--- config.mk ---
export PLATFORM = sky130hd
export DESIGN_NAME = blimp_mem_arbiter
export DESIGN_NICKNAME = d
export VERILOG_FILES = /design/src/rtl/blimp_mem_arbiter.sv
export SDC_FILE = /design/constraint.sdc
export NUM_CORES = 1
export LEC_CHECK = 0
export CAP_MARGIN = 20
export CORE_AREA = 2 2 137 139
export DETAILED_ROUTE_END_ITERATION = 8
export DIE_AREA = 0 0 139 141
export PLACE_DENSITY = 0.49
export SLEW_MARGIN = 20
export SYNTH_ARGS = -nofsm -noshare
export SYNTH_HDL_FRONTEND = slang
export SYNTH_SLANG_ARGS = --single-unit
--- constraint.sdc ---
create_clock -name clk -period 3.2 [get_ports clk]
set_input_delay 0.8 -clock clk [delete_from_list [all_inputs] [get_ports clk]]
set_output_delay 0.8 -clock clk [all_outputs]
set_load 0.02 [all_outputs]
--- src/rtl/blimp_mem_arbiter.sv ---
// Round-robin merge of the Blimp instruction and data memory clients onto one
// in-order backend port; a source-ID FIFO steers each response back to its issuer.
module blimp_mem_arbiter #(
  parameter int unsigned p_opaq_bits    = 8,
  parameter int unsigned p_max_inflight = 4
) (
  input  logic                   clk,
  input  logic                   rst,

  input  logic                   imem_req_val,
  output logic                   imem_req_rdy,
  input  logic                   imem_req_op,
  input  logic [31:0]            imem_req_addr,
  input  logic [31:0]            imem_req_wdata,
  input  logic [p_opaq_bits-1:0] imem_req_opaque,
  output logic                   imem_resp_val,
  input  logic                   imem_resp_rdy,
  output logic                   imem_resp_op,
  output logic [31:0]            imem_resp_rdata,
  output logic [p_opaq_bits-1:0] imem_resp_opaque,

  input  logic                   dmem_req_val,
  output logic                   dmem_req_rdy,
  input  logic                   dmem_req_op,
  input  logic [31:0]            dmem_req_addr,
  input  logic [31:0]            dmem_req_wdata,
  input  logic [p_opaq_bits-1:0] dmem_req_opaque,
  output logic                   dmem_resp_val,
  input  logic                   dmem_resp_rdy,
  output logic                   dmem_resp_op,
  output logic [31:0]            dmem_resp_rdata,
  output logic [p_opaq_bits-1:0] dmem_resp_opaque,

  output logic                   be_req_val,
  input  logic                   be_req_rdy,
  output logic                   be_req_op,
  output logic [31:0]            be_req_addr,
  output logic [31:0]            be_req_wdata,
  output logic [p_opaq_bits-1:0] be_req_opaque,
  input  logic                   be_resp_val,
  output logic                   be_resp_rdy,
  input  logic                   be_resp_op,
  input  logic [31:0]            be_resp_rdata,
  input  logic [p_opaq_bits-1:0] be_resp_opaque
);

  localparam int unsigned PTR_W = (p_max_inflight > 1) ? $clog2(p_max_inflight) : 1;
  localparam int unsigned CNT_W = $clog2(p_max_inflight + 1);

  // Source IDs: 0 = inst client, 1 = data client
  logic [p_max_inflight-1:0] id_q, id_d;
  logic [PTR_W-1:0]          rd_ptr_q, rd_ptr_d;
  logic [PTR_W-1:0]          wr_ptr_q, wr_ptr_d;
  logic [CNT_W-1:0]          count_q, count_d;
  logic                      pri_q, pri_d;

  logic fifo_full, fifo_empty, any_val, win_id, can_issue;
  logic head_id, req_fire, resp_fire;

  // Arbitration and request forwarding
  always_comb begin
    fifo_full  = (count_q == CNT_W'(p_max_inflight));
    fifo_empty = (count_q == CNT_W'(0));
    any_val    = imem_req_val | dmem_req_val;
    win_id     = (imem_req_val & dmem_req_val) ? pri_q : dmem_req_val;
    can_issue  = be_req_rdy & ~fifo_full;

    be_req_val    = any_val & ~fifo_full;
    be_req_op     = win_id ? dmem_req_op     : imem_req_op;
    be_req_addr   = win_id ? dmem_req_addr   : imem_req_addr;
    be_req_wdata  = win_id ? dmem_req_wdata  : imem_req_wdata;
    be_req_opaque = win_id ? dmem_req_opaque : imem_req_opaque;

    imem_req_rdy = any_val & ~win_id & can_issue;
    dmem_req_rdy = any_val &  win_id & can_issue;
    req_fire     = be_req_val & be_req_rdy;
  end

  // Response routing from the FIFO head
  always_comb begin
    head_id     = id_q[rd_ptr_q];
    be_resp_rdy = ~fifo_empty & (head_id ? dmem_resp_rdy : imem_resp_rdy);
    resp_fire   = be_resp_val & be_resp_rdy;

    imem_resp_val    = be_resp_val & ~fifo_empty & ~head_id;
    dmem_resp_val    = be_resp_val & ~fifo_empty &  head_id;
    imem_resp_op     = be_resp_op;
    dmem_resp_op     = be_resp_op;
    imem_resp_rdata  = be_resp_rdata;
    dmem_resp_rdata  = be_resp_rdata;
    imem_resp_opaque = be_resp_opaque;
    dmem_resp_opaque = be_resp_opaque;
  end

  // FIFO and priority next state; a full FIFO never accepts a same-cycle push
  always_comb begin
    id_d     = id_q;
    rd_ptr_d = rd_ptr_q;
    wr_ptr_d = wr_ptr_q;
    count_d  = count_q;
    pri_d    = pri_q;

    if (req_fire) begin
      id_d[wr_ptr_q] = win_id;
      wr_ptr_d       = wr_ptr_q + PTR_W'(1);
      pri_d          = ~win_id;
    end
    if (resp_fire) begin
      rd_ptr_d = rd_ptr_q + PTR_W'(1);
    end
    if (req_fire && !resp_fire) begin
      count_d = count_q + CNT_W'(1);
    end else if (!req_fire && resp_fire) begin
      count_d = count_q - CNT_W'(1);
    end
  end

  always_ff @(posedge clk) begin
    if (rst) begin
      id_q     <= '0;
      rd_ptr_q <= '0;
      wr_ptr_q <= '0;
      count_q  <= '0;
      pri_q    <= 1'b0;
    end else begin
      id_q     <= id_d;
      rd_ptr_q <= rd_ptr_d;
      wr_ptr_q <= wr_ptr_d;
      count_q  <= count_d;
      pri_q    <= pri_d;
    end
  end

`ifndef SYNTHESIS
  // A response with nothing outstanding means the backend broke protocol
  always_ff @(posedge clk) begin
    if (!rst) begin
      assert (!(be_resp_val && fifo_empty))
        else $error("blimp_mem_arbiter: backend response with no outstanding request");
    end
  end

  function automatic string trace();
    string g;
    g = req_fire ? (win_id ? "D" : "I") : ".";
    return $sformatf("%s cnt=%0d", g, count_q);
  endfunction
`endif

endmodule

# Yosys cells after proc, flatten, opt, wreduce, memory -nomap -nowiden
# Cells that the tools add are included.
# classes
add_sub_neg,4
magnitude_cmp,3
n_eq_ne,1
mux,13
bitwise_logic,18
n_reduce_logical,7
# op_table
cell,count
$mux 32,2
$and 1x1->1,13
$mux 8,1
$lt 2x3->1 const B,2
$mux 3,2
$mux 1,5
$add 2x1->2 const B,2
$bwmux 4,1
$not 1->1,4
$add 3x1->3 const B,1
$eq 3x3->1 const B,1
$logic_and 1x1->1,3
$logic_not 3->1,1
$sub 3x1->3 const B,1
$bmux 1 s2,1
$demux 1 s2,1
$ge 2x1->1 const B,1
$logic_not 1->1,2
$reduce_bool 2->1,1
$or 1x1->1,1
# totals
regBits,12
output_inout_bits,161
wordCells,51

# Longest topological paths before layout
# Gate-level depths: netlist of the first run.
# depth
ltp_word,8
depth_mapped,10
ltp_nobuf,9

# Least setup slack after synthesis of the first run
# No wires, ideal clock.
# synth_timing
kind,input-to-output
start,input dmem_req_val
end,output be_req_addr[25]
t_arrival_ns,1.905
slack_ns,0.495
path_stages,5
path_buffers,2
cell_sequence,a21boi_1 > clkbuf_1 > buf_1 > nand2_1 > nand2_1
# synth_between
elab_chain_cells,3
# synth_lines
item,line,text
"start, declared",22,"input logic dmem_req_val,"
$and 1x1->1,65,win_id = (imem_req_val & dmem_req_val) ? pri_q : dmem_req_val;
$mux 1 *,65,
$mux 32 *,70,be_req_addr = win_id ? dmem_req_addr : imem_req_addr;
"end, declared",37,"output logic [31:0] be_req_addr,"
# Mark *: on every way between the ends. The rest lies on a longest branch, timed or not.

# Worst setup path after layout of the first run
# layout_timing
start,input imem_req_val
end,output be_req_wdata[21]
# layout_between
elab_chain_cells,3
# layout_lines
item,line,text
"start, declared",10,"input logic imem_req_val,"
$and 1x1->1,65,
$mux 1,65,
$mux 32,71,be_req_wdata = win_id ? dmem_req_wdata : imem_req_wdata;
"end, declared",38,"output logic [31:0] be_req_wdata,"
# Every way passes these cells.

==> results.env, run 1 <==
STATUS='complete, no violations'
MAXSLEWVIOLCOUNT=0
CHIPWIDTH_UM=139
SWITCHING_SHARE_PCT=40.4
SYNTH.AVG_CELL_AREA_UM2=5.55
CLOCK-ROOT-BUFFER='sky130_fd_sc_hd__clkbuf_16'
LAYOUTNONFILLERINSTCOUNT=776
CTS.REPORTEDPATHS.CLKPINSLEW_PS=50
FINALNETCOUNT=744
MAXCAP_VIOLATIONS=0
VIAS_PER_CELL=3.52
SYN-NUM-NETS=593
HOLD_CLASS='reg -> reg'
HPWL_UM=8390
GRT_SETUP_UNREPAIRED='yes'
YS_TYPES=28
R2R_SETUP_SLACK_PS=570
DIEAREA_UM2=19600
GR_UTIL_MET1_PCT=11.9
GP_CONGESTION=0.716
CTS-BUFFERS-INSERTED=3
REPORT.FINAL.HOLD_VIOL_COUNT=0
CTSLONGESTPATHBUFFERS=2
PWR-SHARE-SEQ_PCT=15.1
BUSIEST_LAYER_IN_GLOBAL_ROUTING='met2'
SYNTH_WARNINGS=0
YOSYSSEQAREASHARE_PCT=11.0
POWER.SWITCHING_uW=559
MAX-VDD-IR-DROP_mV=0.375
NUM_VIAS=2729
PERIOD_NEEDED_PS=3140
FIRST_PASS_GRT_WIRE_LENGTH_UM=15900
POSTSYNTHREGISTERBITS=12
CTS_TREE='done'
POWER.INTERNAL_uW=825
INITIAL_ANTENNA_VIOLATION_COUNT=0
POWER.TOTAL_mW=1.38
FLOORPLAN.ROWS=50
INSERTEDDIODECOUNT=0
PLACED_CELLS=767
FINAL_UTIL_PCT=23.2
CORE_AREA_UM2=18300
WORST-SETUP-PATH-TYPE='in -> out'
SETUP.WORST_PATH.END_CLASS='output pin'
GRTUSAGEMET3_PCT=3.77
SETUP_VIOLATIONS=0
GRT_USAGE_PCT=10.0
DRT_PRE_ANTENNA_ITERS=4
DRC=0
GLOBALROUTEMET2UTIL_PCT=17.9
FIN_WORST_SKEW_PS=3.14
CTS_SINKS=12
CRITICAL_PATH_PEAK_FANOUT=41
ARRIVAL_PS=2340
CLOCK_INSERTION_DELAY_WORST_SKEW_PS=240
POWER.DENSITY_CELL_AREA_nW_PER_UM2=327
POST_CTS_HOLD_BUFFER_COUNT=0
REMAINING_GLOBAL_ROUTE_OVERFLOW=0
CELLLEAKAGEPOWER_nW=2.06
AREA_DELTA_SYNTH_FINAL_PCT=94.7
TIMING.CRITICAL_PATH.REQUIRED_PS=2400
CLK_PWR_SHARE_PCT=18.7
COMBPWRFRAC_PCT=66.2
H_TREE_LVLS=1
DRIVE_ABOVE_1_SHARE_PCT=11.6
AREA_OF_THE_MAPPED_NETLIST_UM2=2170
ANTENNA_VIOLATING_NETS_POST_ROUTE=0
FIN_CRIT_SH_PCT=98.2
WL_PER_CELL_UM=13.7
TIMING.CRITICAL_PATH.FROM_TYPE='input pin'
INITIAL_UTILIZATION_PCT=11.9
FLOORPLAN.DIE.HEIGHT_UM=141
GRT_START_MAX_NET_PINS=42
WORST_SLEW_PIN_SLEW_PS=470
PORT_BUFS=232
FMAX_ACHIEVED_MHz=318
POSTSYNTHCELLCOUNT=392
NUM_IO_PINS=356
REL_SLEW_SLACK_PCT=68.6
WL_UM=10600
DRT_ITER0_MARKERS=90
NUMBER_OF_GLOBAL_ROUTE_VIAS_BEFORE_REPAIR=2805
[through the flow]
stage	instance area (µm²)	TNS (ps)	worst slack (ps)	hold WS [ps]
after detailed placement	4250	-14090	-245	483
after floorplan	2170	0	495	443
after global placement	4250	-14140	-265	482
final	4230	0	58.4	492
after global routing	4230	-28.5	-22.8	518
after CTS	4260	-444	-74.6	495
[cells by family (layout without fill, tap and decap cells)]
group           Yosys count  after routing  share of synthesized area [%]
compound gates            9              9                           2.42
xor+xnor                  3              3                           1.21
fa+ha+maj                 6              6                           3.80
buf+inv                 108            258                           32.8
flops                    12             12                           11.0
mux                       8              8                           4.26
simple gates            246            246                           44.5
[area by class of cell]
type | count | area [µm²]
Clock buffer | 4 | 88.8
Fill cell | 2093 | 14000
Inverter | 7 | 26.3
Multi-Input combinational cell | 272 | 1240
Sequential cell | 12 | 240
Tap cell | 234 | 293
Timing Repair Buffer | 247 | 2340
[final timing paths]
kind,cells past startpoint,to,startpoint
max,7,be_req_wdata[21],imem_req_val
min,2,rd_ptr_q[1],rd_ptr_q[1]
max reg2reg,9,count_q[2],rd_ptr_q[0]
min reg2reg,2,rd_ptr_q[1],rd_ptr_q[1]
[power by group through the flow]
stage               combinational (mW)  clock (mW)  sequential (mW)
detailed placement               0.980           0            0.212
CTS                              0.920       0.266            0.209
finish                           0.917       0.259            0.209
global placement                 0.982           0            0.211
global route                      1.01       0.269            0.214
floorplan                        0.604           0            0.203
[cell usage in the layout, fill, tap and decap left out, types with 3 or more instances in the layout]
cell                              instances
sky130_fd_sc_hd__a21oi_1                  3
sky130_fd_sc_hd__buf_12                   4
sky130_fd_sc_hd__buf_2                   13
sky130_fd_sc_hd__buf_4                   14
sky130_fd_sc_hd__clkbuf_16                4
sky130_fd_sc_hd__clkbuf_2                18
sky130_fd_sc_hd__clkdlybuf4s15_1         24
sky130_fd_sc_hd__clkdlybuf4s50_1        156
sky130_fd_sc_hd__dfxtp_1                 12
sky130_fd_sc_hd__dlygate4sd2_1           15
sky130_fd_sc_hd__ha_1                     5
sky130_fd_sc_hd__inv_1                    7
sky130_fd_sc_hd__mux2i_1                  7
sky130_fd_sc_hd__nand2_1                219
sky130_fd_sc_hd__nand4_1                  4
sky130_fd_sc_hd__nor2_1                  12
[registers in the layout, indices dropped and copies added, names as in the netlist]
register,count
count_q,3
id_q,4
pri_q,1
rd_ptr_q,2
wr_ptr_q,2
[repair_timing]
| item | in CTS | in global routing |
|---|---|---|
| setup endpoints to repair | 75 | 56 |
| gates cloned | 1 | 1 |
| resized for setup | 123 | 72 |
| buffers inserted | 1 | 2 |
| pin swaps | 0 | 2 |
[cells in the mapped netlist]
cell                       count  area, µm²
sky130_fd_sc_hd__mux4_2        1       22.5
sky130_fd_sc_hd__nor2_1       12       45.0
sky130_fd_sc_hd__ha_1          5       62.6
sky130_fd_sc_hd__dfxtp_1      12        240
sky130_fd_sc_hd__buf_4        82        616
sky130_fd_sc_hd__nand4_1       4       25.0
sky130_fd_sc_hd__o21ai_0       3       15.0
sky130_fd_sc_hd__mux2i_1       7       70.1
sky130_fd_sc_hd__or4_1         1       7.51
sky130_fd_sc_hd__nor2b_1       1       6.26
sky130_fd_sc_hd__and2_1        1       6.26
sky130_fd_sc_hd__nand3_2       1       10.0
sky130_fd_sc_hd__buf_1         1       3.75
sky130_fd_sc_hd__o31ai_1       1       7.51
sky130_fd_sc_hd__a211oi_1      1       7.51
sky130_fd_sc_hd__a21oi_1       3       15.0
sky130_fd_sc_hd__inv_1         7       26.3
sky130_fd_sc_hd__or2_2         2       12.5
sky130_fd_sc_hd__nand2_1     219        822
sky130_fd_sc_hd__or3b_2        1       8.76
sky130_fd_sc_hd__nor3_1        1       5.00
sky130_fd_sc_hd__or3_1         2       12.5
sky130_fd_sc_hd__clkbuf_1     18       67.6
sky130_fd_sc_hd__a21boi_1      1       7.51
sky130_fd_sc_hd__xnor2_1       1       8.76
sky130_fd_sc_hd__nand2b_1      1       6.26
sky130_fd_sc_hd__xor2_1        2       17.5
sky130_fd_sc_hd__fa_1          1       20.0
[layer usage]
metal  wire, µm  vias up
met3       1100       15
met5          0        -
met4         57        0
li1           -     1406
met1       4140     1135
met2       5350      173
[critical path, cell delays in order]
cell	delay (ps)
sky130_fd_sc_hd__clkdlybuf4s50_1	430
sky130_fd_sc_hd__buf_4	150
sky130_fd_sc_hd__a21boi_4	210
sky130_fd_sc_hd__buf_12	230
sky130_fd_sc_hd__nand2_1	80
sky130_fd_sc_hd__nand2_1	70
sky130_fd_sc_hd__dlygate4sd2_1	330
No activity file was read; power rests on OpenSTA's default activity.
==> run 2: changes to the inputs <==
- PLACE_DENSITY: 0.49 -> 0.61
- SLEW_MARGIN: 20 -> 15
==> run 2 against run 1 <==
Cell count rose by 0.13%. Wire length increased by 1.8%. Sequential cell count unchanged. Count of clock-buffer cells in the layout is 1 lower. Register-to-register slack lost 170 ps. Setup slack better by 14 ps. Design area is 1.1% higher. Utilization up 0.25 points. Clock power down 13%. Critical endpoint is now be_req_wdata[31]. Highest routed layer unchanged.
==> results.env, run 2 (same netlist as run 1, synthesis figures left out) <==
LARGEST-REGISTER='id_q'
INITIAL_ANTENNA_VIOLATION_COUNT=0
MOSTFREQUENTLAYOUTCELLS='sky130_fd_sc_hd__nand2_1 (219), sky130_fd_sc_hd__clkdlybuf4s50_1 (155), sky130_fd_sc_hd__dlygate4sd2_1 (43)'
WORST-SETUP-PATH-TYPE='in -> out'
TIMING.CRITICAL_PATH.FROM_TYPE='input pin'
LAYOUTNONFILLERINSTCOUNT=777
CTSLONGESTPATHBUFFERS=2
SWITCHING_SHARE_PCT=41.0
DIEAREA_UM2=19600
PORT_BUFS=232
SETUP.WORST_PATH.END_CLASS='output pin'
CELLLEAKAGEPOWER_nW=2.10
AREA_DELTA_SYNTH_FINAL_PCT=96.8
FIRST_PASS_GRT_WIRE_LENGTH_UM=16500
CLK_PWR_SHARE_PCT=16.6
MAXSLEWVIOLCOUNT=0
NUM_VIAS=2799
PWR-SHARE-SEQ_PCT=15.4
PLACED_CELLS=769
FLOORPLAN.DIE.HEIGHT_UM=141
CLOCK-ROOT-BUFFER='sky130_fd_sc_hd__clkbuf_16'
DRT_ITER0_MARKERS=61
CRITICAL_PATH_PEAK_FANOUT=24
WL_PER_CELL_UM=13.9
CHIPWIDTH_UM=139
DRIVE_ABOVE_1_SHARE_PCT=9.39
NUMBER_OF_GLOBAL_ROUTE_VIAS_BEFORE_REPAIR=2887
FINAL_COMMON_CELL='sky130_fd_sc_hd__nand2_1'
PERIOD_NEEDED_PS=3130
POWER.SWITCHING_uW=559
POWER.DENSITY_CELL_AREA_nW_PER_UM2=319
HOLD_CLASS='reg -> reg'
GRT_START_MAX_NET_PINS=31
INSERTEDDIODECOUNT=0
CTS-BUFFERS-INSERTED=3
FINAL_UTIL_PCT=23.4
INITIAL_UTILIZATION_PCT=11.9
REG_TOP3='id_q (4), count_q (3)'
FINALNETCOUNT=746
POWER.TOTAL_mW=1.36
FIN_WORST_SKEW_PS=0.729
GRT_SETUP_UNREPAIRED='no'
FINAL_CRITICAL_PATH_SETUP_SLACK_PS=72.0
DRC=0
REPORT.FINAL.HOLD_VIOL_COUNT=0
CLOCK_INSERTION_DELAY_WORST_SKEW_PS=240
REMAINING_GLOBAL_ROUTE_OVERFLOW=0
TIMING.CRITICAL_PATH.REQUIRED_PS=2400
WORST_SLEW_PIN_SLEW_PS=485
HPWL_UM=8700
FMAX_ACHIEVED_MHz=320
NUM_IO_PINS=356
CORE_AREA_UM2=18300
VIAS_PER_CELL=3.60
CTS_SINKS=12
CTS.REPORTEDPATHS.CLKPINSLEW_PS=40
FLOORPLAN.ROWS=50
STATUS='complete, no violations'
GP_CONGESTION=0.728
H_TREE_LVLS=1
CTS_TREE='done'
GRT_USAGE_PCT=10.6
COMBPWRFRAC_PCT=68.0
MAX_FFS_PER_REGISTER=4
ARRIVAL_PS=2330
FIN_CRIT_SH_PCT=97.7
MAXCAP_VIOLATIONS=0
MAX-VDD-IR-DROP_mV=0.355
REL_SLEW_SLACK_PCT=67.6
PRE_CTS_SLACK_PS=-298
SETUP_VIOLATIONS=0
DRT_PRE_ANTENNA_ITERS=4
ANTENNA_VIOLATING_NETS_POST_ROUTE=0
WL_UM=10800
POWER.INTERNAL_uW=804
## run 2: area by class of cell
cell class | instances | area (µm²)
Fill cell | 2103 | 14000
Timing Repair Buffer | 249 | 2400
Inverter | 7 | 26.3
Sequential cell | 12 | 240
Multi-Input combinational cell | 272 | 1240
Tap cell | 234 | 293
Clock buffer | 3 | 75.1
## run 2: timing repair
action                     4_1_cts  5_1_grt
cloned                           2        0
hold buffers                     0        0
gates resized for setup        127       26
pin swaps                        2        0
buffers inserted                 3        0
setup endpoints to repair       76       30
## run 2: worst paths after layout
kind / startpoint / end / slack (ps) / depth (start not counted)
worst max register to register: rd_ptr_q[0] / count_q[2] / 400 / 9
worst max-delay path: dmem_req_val / be_req_wdata[31] / 70 / 8
worst min register to register: id_q[1] / id_q[1] / 500 / 2
worst min-delay path: id_q[1] / id_q[1] / 500 / 2
## run 2: power by group through the flow
stage	Sequential (mW)	Combinational (mW)	Clock (mW)
6_report	0.210	0.927	0.226
5_1_grt	0.217	1.01	0.241
4_1_cts	0.210	0.951	0.230
3_5_place_dp	0.212	0.983	0
3_3_place_gp	0.211	0.977	0
2_1_floorplan	0.203	0.604	0
## run 2: metal layers
metal  global-route usage (%)  part of all wire [%]  wire (µm)
met1                     12.5                    39       4260
met2                     19.0                    50       5440
met3                     4.11                    10       1080
met4                     1.01                  0.56         61
met5                        0                     0          0
## run 2: through the flow
step | instance area, µm² | TNS [ps] | hold WS [ps]
6_report | 4280 | 0 | 495
5_1_grt | 4280 | 0 | 524
4_1_cts | 4370 | 0 | 499
3_5_place_dp | 4250 | -18920 | 489
3_3_place_gp | 4250 | -17430 | 476
2_1_floorplan | 2170 | 0 | 443
## run 2: worst max-delay path: stages
cell and delay [ps]:
sky130_fd_sc_hd__clkdlybuf4s50_1 440, sky130_fd_sc_hd__buf_4 160, sky130_fd_sc_hd__o21ai_4 100, sky130_fd_sc_hd__buf_6 140
sky130_fd_sc_hd__bufbuf_16 300, sky130_fd_sc_hd__nand2_1 70, sky130_fd_sc_hd__nand2_1 60, sky130_fd_sc_hd__clkdlybuf4s15_2 250
==> run 3: changes to the inputs <==
- PLACE_DENSITY: 0.61 -> default
- PLACE_DENSITY_LB_ADDON: default -> 0.12
==> run 3 against run 2 <==
Via count decreased by 3.5%. Fmax increased by 0.44%. Sequential share of layout area about the same. Count of clock-buffer cells in the layout increased by 1. Global-route usage decreased by 1.3 points. Clock skew increased by 3.4 ps. Wire length decreased by 8.4%. Sequential cell count unchanged. Design area decreased by 0.35%. Combinational power decreased by 3.0%. Sequential power about the same. Clock power increased by 14%. Largest power group unchanged. Highest routed layer unchanged.
==> results.env, run 3 (same netlist as run 1, synthesis figures left out) <==
STATUS='complete, no violations'
POWER.DENSITY_CELL_AREA_nW_PER_UM2=320
SETUP_VIOLATIONS=0
REMAINING_GLOBAL_ROUTE_OVERFLOW=0
CTS_POST_SETUP_BUFFERS_INSERTED=0
FMAX_ACHIEVED_MHz=321
REL_SLEW_SLACK_PCT=67.3
KIND_OF_CELL_ADDING_THE_MOST_DELAY_TO_THE_CRITICAL_PATH='buffers and inverters'
WORST-PATH-BUF-INV=4
REPORT.FINAL.HOLD_VIOL_COUNT=0
FINAL_UTIL_PCT=23.3
FIN_CRIT_SH_PCT=97.3
ANTENNA_VIOLATING_NETS_POST_ROUTE=0
CORE_AREA_UM2=18300
VIAS_PER_CELL=3.51
PORT_BUFS=232
TIMING.CRITICAL_PATH.FROM_TYPE='input pin'
GRT_SETUP_UNREPAIRED='no'
MOSTFREQUENTLAYOUTCELLS='sky130_fd_sc_hd__nand2_1 (219), sky130_fd_sc_hd__clkdlybuf4s50_1 (156), sky130_fd_sc_hd__dlygate4sd2_1 (44)'
LAYOUTNONFILLERINSTCOUNT=769
CTS_TREE='done'
HIGHEST-SIGNAL-LAYER='met4'
CRIT_TOP_CELL='sky130_fd_sc_hd__nand2_1'
CTS-BUFFERS-INSERTED=3
FINAL_COMMON_CELL='sky130_fd_sc_hd__nand2_1'
H_TREE_LVLS=1
SLOWEST_DELAY_PS=420
DIEAREA_UM2=19600
MAXCAP_VIOLATIONS=0
CTS_SINKS=12
WORST_SLEW_PIN_SLEW_PS=490
HPWL_UM=8190
CLOCK-ROOT-BUFFER='sky130_fd_sc_hd__clkbuf_16'
WORST-SETUP-PATH-TYPE='in -> out'
ROUTED-WL-MET3_UM=870
DRT_ITER0_MARKERS=105
LARGEST-REGISTER='id_q'
MET2_WIRELENGTH_UM=5570
GP_CONGESTION=0.767
NUM_IO_PINS=356
CRIT_PATH_CELL_TRACE='clkdlybuf4s50_1 -> buf_4 -> a21boi_4 -> buf_12 -> nand2_1 -> nand2_1 -> dlygate4sd2_1'
CLOCK_INSERTION_DELAY_WORST_SKEW_PS=240
MAX_FFS_PER_REGISTER=4
CTSLONGESTPATHBUFFERS=2
INITIAL_ANTENNA_VIOLATION_COUNT=0
CRITICAL_PATH_PEAK_FANOUT=41
DRC=0
DRT_PRE_ANTENNA_ITERS=4
GRT_USAGE_PCT=9.33
SETUP.WORST_PATH.END_CLASS='output pin'
FINALNETCOUNT=737
MAX-VDD-IR-DROP_mV=0.264
NFILLCELLS=2070
NUM_VIAS=2702
MET1_WL_UM=3440
CHIPWIDTH_UM=139
PLACED_CELLS=765
DRIVE_ABOVE_1_SHARE_PCT=3.74
NUMBER_OF_GLOBAL_ROUTE_VIAS_BEFORE_REPAIR=2751
FIN_WORST_SKEW_PS=4.08
ARRIVAL_PS=2310
FIRST_PASS_GRT_WIRE_LENGTH_UM=14800
FLOORPLAN.DIE.HEIGHT_UM=141
TIMING.CRITICAL_PATH.REQUIRED_PS=2400
PERIOD_NEEDED_PS=3110
INITIAL_UTILIZATION_PCT=11.9
GRT_START_MAX_NET_PINS=42
INSERTEDDIODECOUNT=0
MAXSLEWVIOLCOUNT=0
HOLD_CLASS='reg -> reg'
CTS.REPORTEDPATHS.CLKPINSLEW_PS=50
WL_PER_CELL_UM=12.9
FLOORPLAN.ROWS=50
CP_SLOWEST_CELL='sky130_fd_sc_hd__clkdlybuf4s50_1'
REG_TOP3='id_q (4), count_q (3)'
AREA_DELTA_SYNTH_FINAL_PCT=96.1
CELLLEAKAGEPOWER_nW=2.04
WL_UM=9930
==> run 3: cell count changes in the layout (fill, tap and decap cells not counted), moves of 4 or more <==
cell and delta:
sky130_fd_sc_hd__buf_2 -14, sky130_fd_sc_hd__clkdlybuf4s15_1 +21, sky130_fd_sc_hd__clkdlybuf4s15_2 -5, sky130_fd_sc_hd__buf_4 -6
sky130_fd_sc_hd__clkbuf_2 -4
==> run 3: cell type report <==
type / instances / area (µm²) / share of cell area [%]
inverter: 7 / 26.3 / 0.616
timing repair buffer: 240 / 2370 / 55.6
sequential: 12 / 240 / 5.63
multi-input combinational: 272 / 1240 / 29.2
clock buffer: 4 / 88.8 / 2.08
tap: 234 / 293 / 6.87
==> run 3: stage by stage <==
stage                     setup TNS [ps]  cell area (µm²)  total power, mW  hold WS [ps]  setup slack [ps]
after floorplan                        0             2170            0.807           443               495
after global placement            -13830             4240             1.18           476              -235
after detailed placement          -13710             4240             1.19           480              -227
after CTS                              0             4230             1.38           495              41.7
after global routing                   0             4260             1.47           524              1.51
final                                  0             4260             1.37           492              85.6
==> run 3: per-layer routing <==
layer	vias up	global-route usage [%]
li1	1392	-
met1	1147	9.53
met2	157	19.0
met3	6	2.89
met4	0	0.957
met5	-	0
==> run 3: repair_timing <==
action	CTS	global route
resized for setup	76	33
hold buffers	0	0
setup endpoints to repair	76	32
==> run 3: power breakdown <==
group,switching (mW),leakage [nW],internal [mW],total (mW)
clock network,0.0687,0.0442,0.189,0.258
logic,0.455,1.90,0.444,0.899
registers,0.0285,0.0981,0.179,0.208
==> run 3: worst paths after layout <==
kind / cells after the start / slack, ps / to / start
worst max-delay path: 7 / 90 / be_req_addr[30] / imem_req_val
worst min-delay path: 2 / 490 / rd_ptr_q[1] / rd_ptr_q[1]
worst max register to register: 9 / 360 / count_q[2] / rd_ptr_q[0]
worst min register to register: 2 / 490 / rd_ptr_q[1] / rd_ptr_q[1]
==> run 3: worst min-delay path: cells and delay by family (launching register included) <==
family / cells / cell delay [ps]
flops: 1 / 320
compound gates: 2 / 130
==> RTL edit 1: new RTL, flow settings as in run 2 <==
The parameter `p_opaq_bits` goes from 8 to 6.
--- a/src/rtl/blimp_mem_arbiter.sv
+++ b/src/rtl/blimp_mem_arbiter.sv
@@ -2,5 +2,5 @@
 // in-order backend port; a source-ID FIFO steers each response back to its issuer.
 module blimp_mem_arbiter #(
-  parameter int unsigned p_opaq_bits    = 8,
+  parameter int unsigned p_opaq_bits    = 6,
   parameter int unsigned p_max_inflight = 4
 ) (
Interface: changed (6 resized); port bits go from 356 to 344. The function was not compared with the original's and may differ.
==> RTL edit 1 against run 2 <==
Sequential cell count is the same. Synthesized cell count shrank 2.8%. Clock skew grew 0.00051 ns. Worst setup slack gained 0.048 ns. Synthesized area shrank 2.6%. Total power shrank 1.1%. Critical path depth shrank 2. Largest power group unchanged. Final area shrank 3.5%. Routed wire length shrank 13%.
==> RTL edit 1: results (changes against run 2) <==
- The flow ran to the end, and the final reports show no timing, DRC or antenna violations.
- The largest individual stage delay along the critical path comes from the cell sky130_fd_sc_hd__clkdlybuf4s50_1.
- Antenna cells: 0 (unchanged)
- HPWL after DPL: 7780 um (-11%)
- Register-to-register setup slack: 0.42 ns (+0.02 ns)
- Filler Cells Inserted: 2099 (-0.19%)
- The path class of the tightest hold or removal check is flop to flop.
* Leading cell types by count after synthesis: sky130_fd_sc_hd__nand2_1 (213), sky130_fd_sc_hd__buf_4 (78), sky130_fd_sc_hd__clkbuf_1 (15)
* Gpl congestion: 0.732 (+0.52%)
- Worst VDD drop: 0.442 mV (+25%)
- The worst hold path begins at id_q[1].
- First-pass GRT wire length: 14200 um (-14%)
- The share of post-route cells with drive strength above 1 is 8.54% (-0.85 points).
* Detailed-router iteration count before antenna repair: 4 (unchanged)
- The root buffer cell chosen for the clock tree is sky130_fd_sc_hd__clkbuf_16.
- Placement Cell Area: 0.00416 sq mm (-2.2%)
- The average vias per placed instance came to 3.48 (-3.3%).
* Net count after synthesis: 576 (-2.9%)
* Data arrival time of the worst path: 2.28 ns (-0.05 ns)
* Leakage dissipation: 2.04 nW (-2.6%)
- The total length of routed wires was 9480 um (-13%).
- Number of instances in the synthesized netlist: 381 (-2.8%)
- The largest net degree at the start of global routing was 39 (+26%).
- Depth of the worst register-to-register path: 9 (unchanged)
* Max Root-Sink Buffers: 2 (unchanged)
- Port-buffer cells: 226 (-2.6%)
* Final routed DRC violation total: 0 (unchanged)
- The worst hold path depth came to 2 (unchanged).
- The maximum frequency from static timing analysis is 325 MHz (+1.6%).
- The cell count after placement is 755 (-1.8%).
- Warnings, synthesis: 0 (unchanged)
* Main flop type after synthesis: sky130_fd_sc_hd__dfxtp_1
* Startpoint of the worst-slack reg-to-reg timing path: rd_ptr_q[0]
- CTS H-tree lvls: 1 (unchanged)
- The DRC marker count from the first detailed-route iteration came to 65 (+6.6%).
* Worst-skew pair later-pin latency: 0.24 ns (about the same)
- Final-layout worst hold slack: 0.488 ns (-0.00736 ns)
* Biggest registers after layout: id_q (4), count_q (3)
- The utilization after layout came to 22.6% (-0.83 points).
- Tightest slew margin relative to the limit: 69.0% (+1.5 points)
- Antenna violations before repair: 0 (unchanged)
- The most critical setup path has its startpoint at dmem_req_val.
* Cts bufs inserted: 3 (unchanged)
* Via count: 2650 (-5.3%)
- Maximum cell stage delay along the critical path: 0.48 ns (+0.04 ns)
- The largest clock skew in the final design came to 0.00124 ns (+0.000508 ns).
* Post-synthesis sequential area ratio: 11.3% (+0.29 points)
- Pre-CTS setup slack: -0.283 ns (+0.0150 ns)
- Nets: 723 (-3.1%)
* GRT Total Usage: 8.96% (-1.7 points)
- Yosys cell types: 29 (+3.6%)
- Clock Pin Slew Worst Setup and Hold Paths: 0.04 ns (about the same)
* Critical path fanouts, max: 38 (+58%)
- Synth area leaders: sky130_fd_sc_hd__nand2_1 (38%), sky130_fd_sc_hd__buf_4 (28%), sky130_fd_sc_hd__dfxtp_1 (11%)
- Async set or reset register ratio after synthesis: 0% (unchanged)
RTL edit 1: report_power, final:
group / leakage (nW) / switching (mW) / total (mW) / internal, mW
Sequential: 0.0981 / 0.0289 / 0.208 / 0.180
Clock: 0.0442 / 0.0695 / 0.259 / 0.189
Combinational: 1.90 / 0.445 / 0.882 / 0.436
Total: 2.04 / 0.544 / 1.35 / 0.805
RTL edit 1: cell families (layout without fill, tap and decap cells):
family | count (synthesis) | count (layout) | synth area share [%]
and+or+nand+nor | 240 | 240 | 44.6
buffers and inverters | 103 | 249 | 32.1
DFF | 12 | 12 | 11.3
AOI/OAI and AO/OA | 9 | 9 | 2.48
muxes | 8 | 8 | 4.37
adders and majority gates | 6 | 6 | 3.90
xor gates and xnor gates | 3 | 3 | 1.24
RTL edit 1: layout make-up:
type / count / share of cell area, %
well taps: 234 / 7.09
clock buffers: 4 / 2.15
multi-input cells: 266 / 29.6
inverters: 7 / 0.637
flip-flops and latches: 12 / 5.82
repair buffers: 238 / 54.7
RTL edit 1: what timing repair did:
action,in CTS,in global routing
gates resized for setup,76,35
endpoints found under the setup margin,71,19
setup buffers,1,0
gates cloned,1,0
RTL edit 1: final timing paths:
kind | endpoint
setup / recovery | be_req_addr[14]
hold / removal | id_q[1]
setup reg to reg | count_q[2]
hold reg to reg | id_q[1]
RTL edit 1: per-layer routing:
metal	vias up	part of all wire [%]	global-route usage (%)
li1	1370	-	-
met1	1101	36	9.54
met4	0	1.8	1.97
met3	20	11	3.80
met2	159	51	16.5
met5	-	0	0
RTL edit 1: critical path, delay by kind of cell:
family          cells  cell delay, ns
buf+inv             3            1.06
simple gates        2            0.16
compound gates      1            0.25
==> RTL edit 2: new RTL, flow settings as in run 2 <==
Made on the original files. `id_q` no longer has a reset.
--- a/src/rtl/blimp_mem_arbiter.sv
+++ b/src/rtl/blimp_mem_arbiter.sv
@@ -118,5 +118,4 @@
   always_ff @(posedge clk) begin
     if (rst) begin
-      id_q     <= '0;
       rd_ptr_q <= '0;
       wr_ptr_q <= '0;
@@ -124,5 +123,4 @@
       pri_q    <= 1'b0;
     end else begin
-      id_q     <= id_d;
       rd_ptr_q <= rd_ptr_d;
       wr_ptr_q <= wr_ptr_d;
@@ -130,4 +128,8 @@
       pri_q    <= pri_d;
     end
+  end
+
+  always_ff @(posedge clk) begin
+    id_q <= id_d;
   end
 
Function: no difference found for any inputs over 10 cycles, from zero or initial values and one cycle with rst high; that may be too few to reach the edited logic, so the function may still have changed.
==> RTL edit 2 against run 2 <==
Final area is 1.0% higher. Sequential cell count stayed put. Maximum frequency is 1.6% higher. Total power is 3.9% higher. Via count is 21% lower. Routed wire length is 4.5% lower. Worst setup slack better by 0.050 ns. Synthesized area is 0.12% lower. Highest routed layer unchanged.
==> RTL edit 2: results (changes against run 2) <==
* Post-synthesis sequential area ratio: 12.9% (+1.9 points)
- Filler Cells Inserted: 1954 (-7.1%)
- Gpl congestion: 0.763 (+4.8%)
- Sequential cell power: 0.241 mW (+15%)
* Leakage dissipation: 1.74 nW (-17%)
- XOR/XNOR share of the synthesized area: 1.21% (+0.0014 points)
* Clock network fraction of total power: 16.1% (-0.5 points)
- The DRC marker count from the first detailed-route iteration is 64 (+4.9%).
* Pwr per Cell Area: 328 mW/mm^2 (+2.9%)
- Placement Cell Area: 0.00427 sq mm (+0.50%)
* Multiplexer share of the synthesized area: 42.4% (+38 points)
- The adder-cell share of the synthesized area was 3.80% (+0.0044 points).
* Global routing met3 resource utilization: 2.79% (-1.3 points)
* Maximum number of pins on one net before global-route repair: 21 (-32%)
- Routed Wire Length: 10400 um (-4.5%)
- The cell count after placement is 621 (-19%).
- Ranked by total cell area, the synthesized netlist is headed by sky130_fd_sc_hd__mux2_2 (39%), sky130_fd_sc_hd__buf_4 (29%), sky130_fd_sc_hd__dfxtp_1 (7.4%).
- The run finished with clean final reports.
- Nets: 597 (-20%)
- Via count: 2211 (-21%)
* Maximum cell stage delay along the critical path: 0.33 ns (-0.11 ns)
- The wire length on met2 was 5410 um (-0.64%).
* Worst-margin pin slew: 0.349 ns (-0.136 ns)
* GRT Total Usage: 9.75% (-0.88 points)
* Count of non-filler cells in the finished layout: 629 (-19%)
- Pre-CTS setup slack: -0.372 ns (-0.0743 ns)
* HPWL after DPL: 8830 um (+1.5%)
- Cell at the slowest stage of the critical path: sky130_fd_sc_hd__mux2_2
- Antenna violations before repair: 1 (+1)
-- RTL edit 2: final cells by class --
class	instances	area share, %
clock buffer	4	1.82
inverter	7	0.608
multi-input combinational	122	28.2
sequential	12	6.48
tap	234	6.77
timing repair buffer	250	56.1
-- RTL edit 2: critical path, delay by kind of cell --
family                 cells  cell delay, ns
multiplexers               1            0.33
buffers and inverters      6            0.94
AO/OA/AOI/OAI              1            0.20
-- RTL edit 2: logic make-up after synthesis --
family | count (synthesis)
AO/OA/AOI/OAI | 8
AND/OR/NAND/NOR | 23
XOR/XNOR | 3
multiplexers | 82
flip-flops | 12
buffers and inverters | 99
adder cells (fa/ha/maj) | 6
-- RTL edit 2: final timing paths --
path / from / to / slack, ns / depth (start not counted)
hold / removal: rd_ptr_q[0] / rd_ptr_q[0] / 0.55 / 2
hold reg to reg: rd_ptr_q[0] / rd_ptr_q[0] / 0.55 / 2
setup reg to reg: rd_ptr_q[1] / count_q[2] / 0.62 / 10
setup / recovery: imem_req_val / be_req_wdata[27] / 0.12 / 8
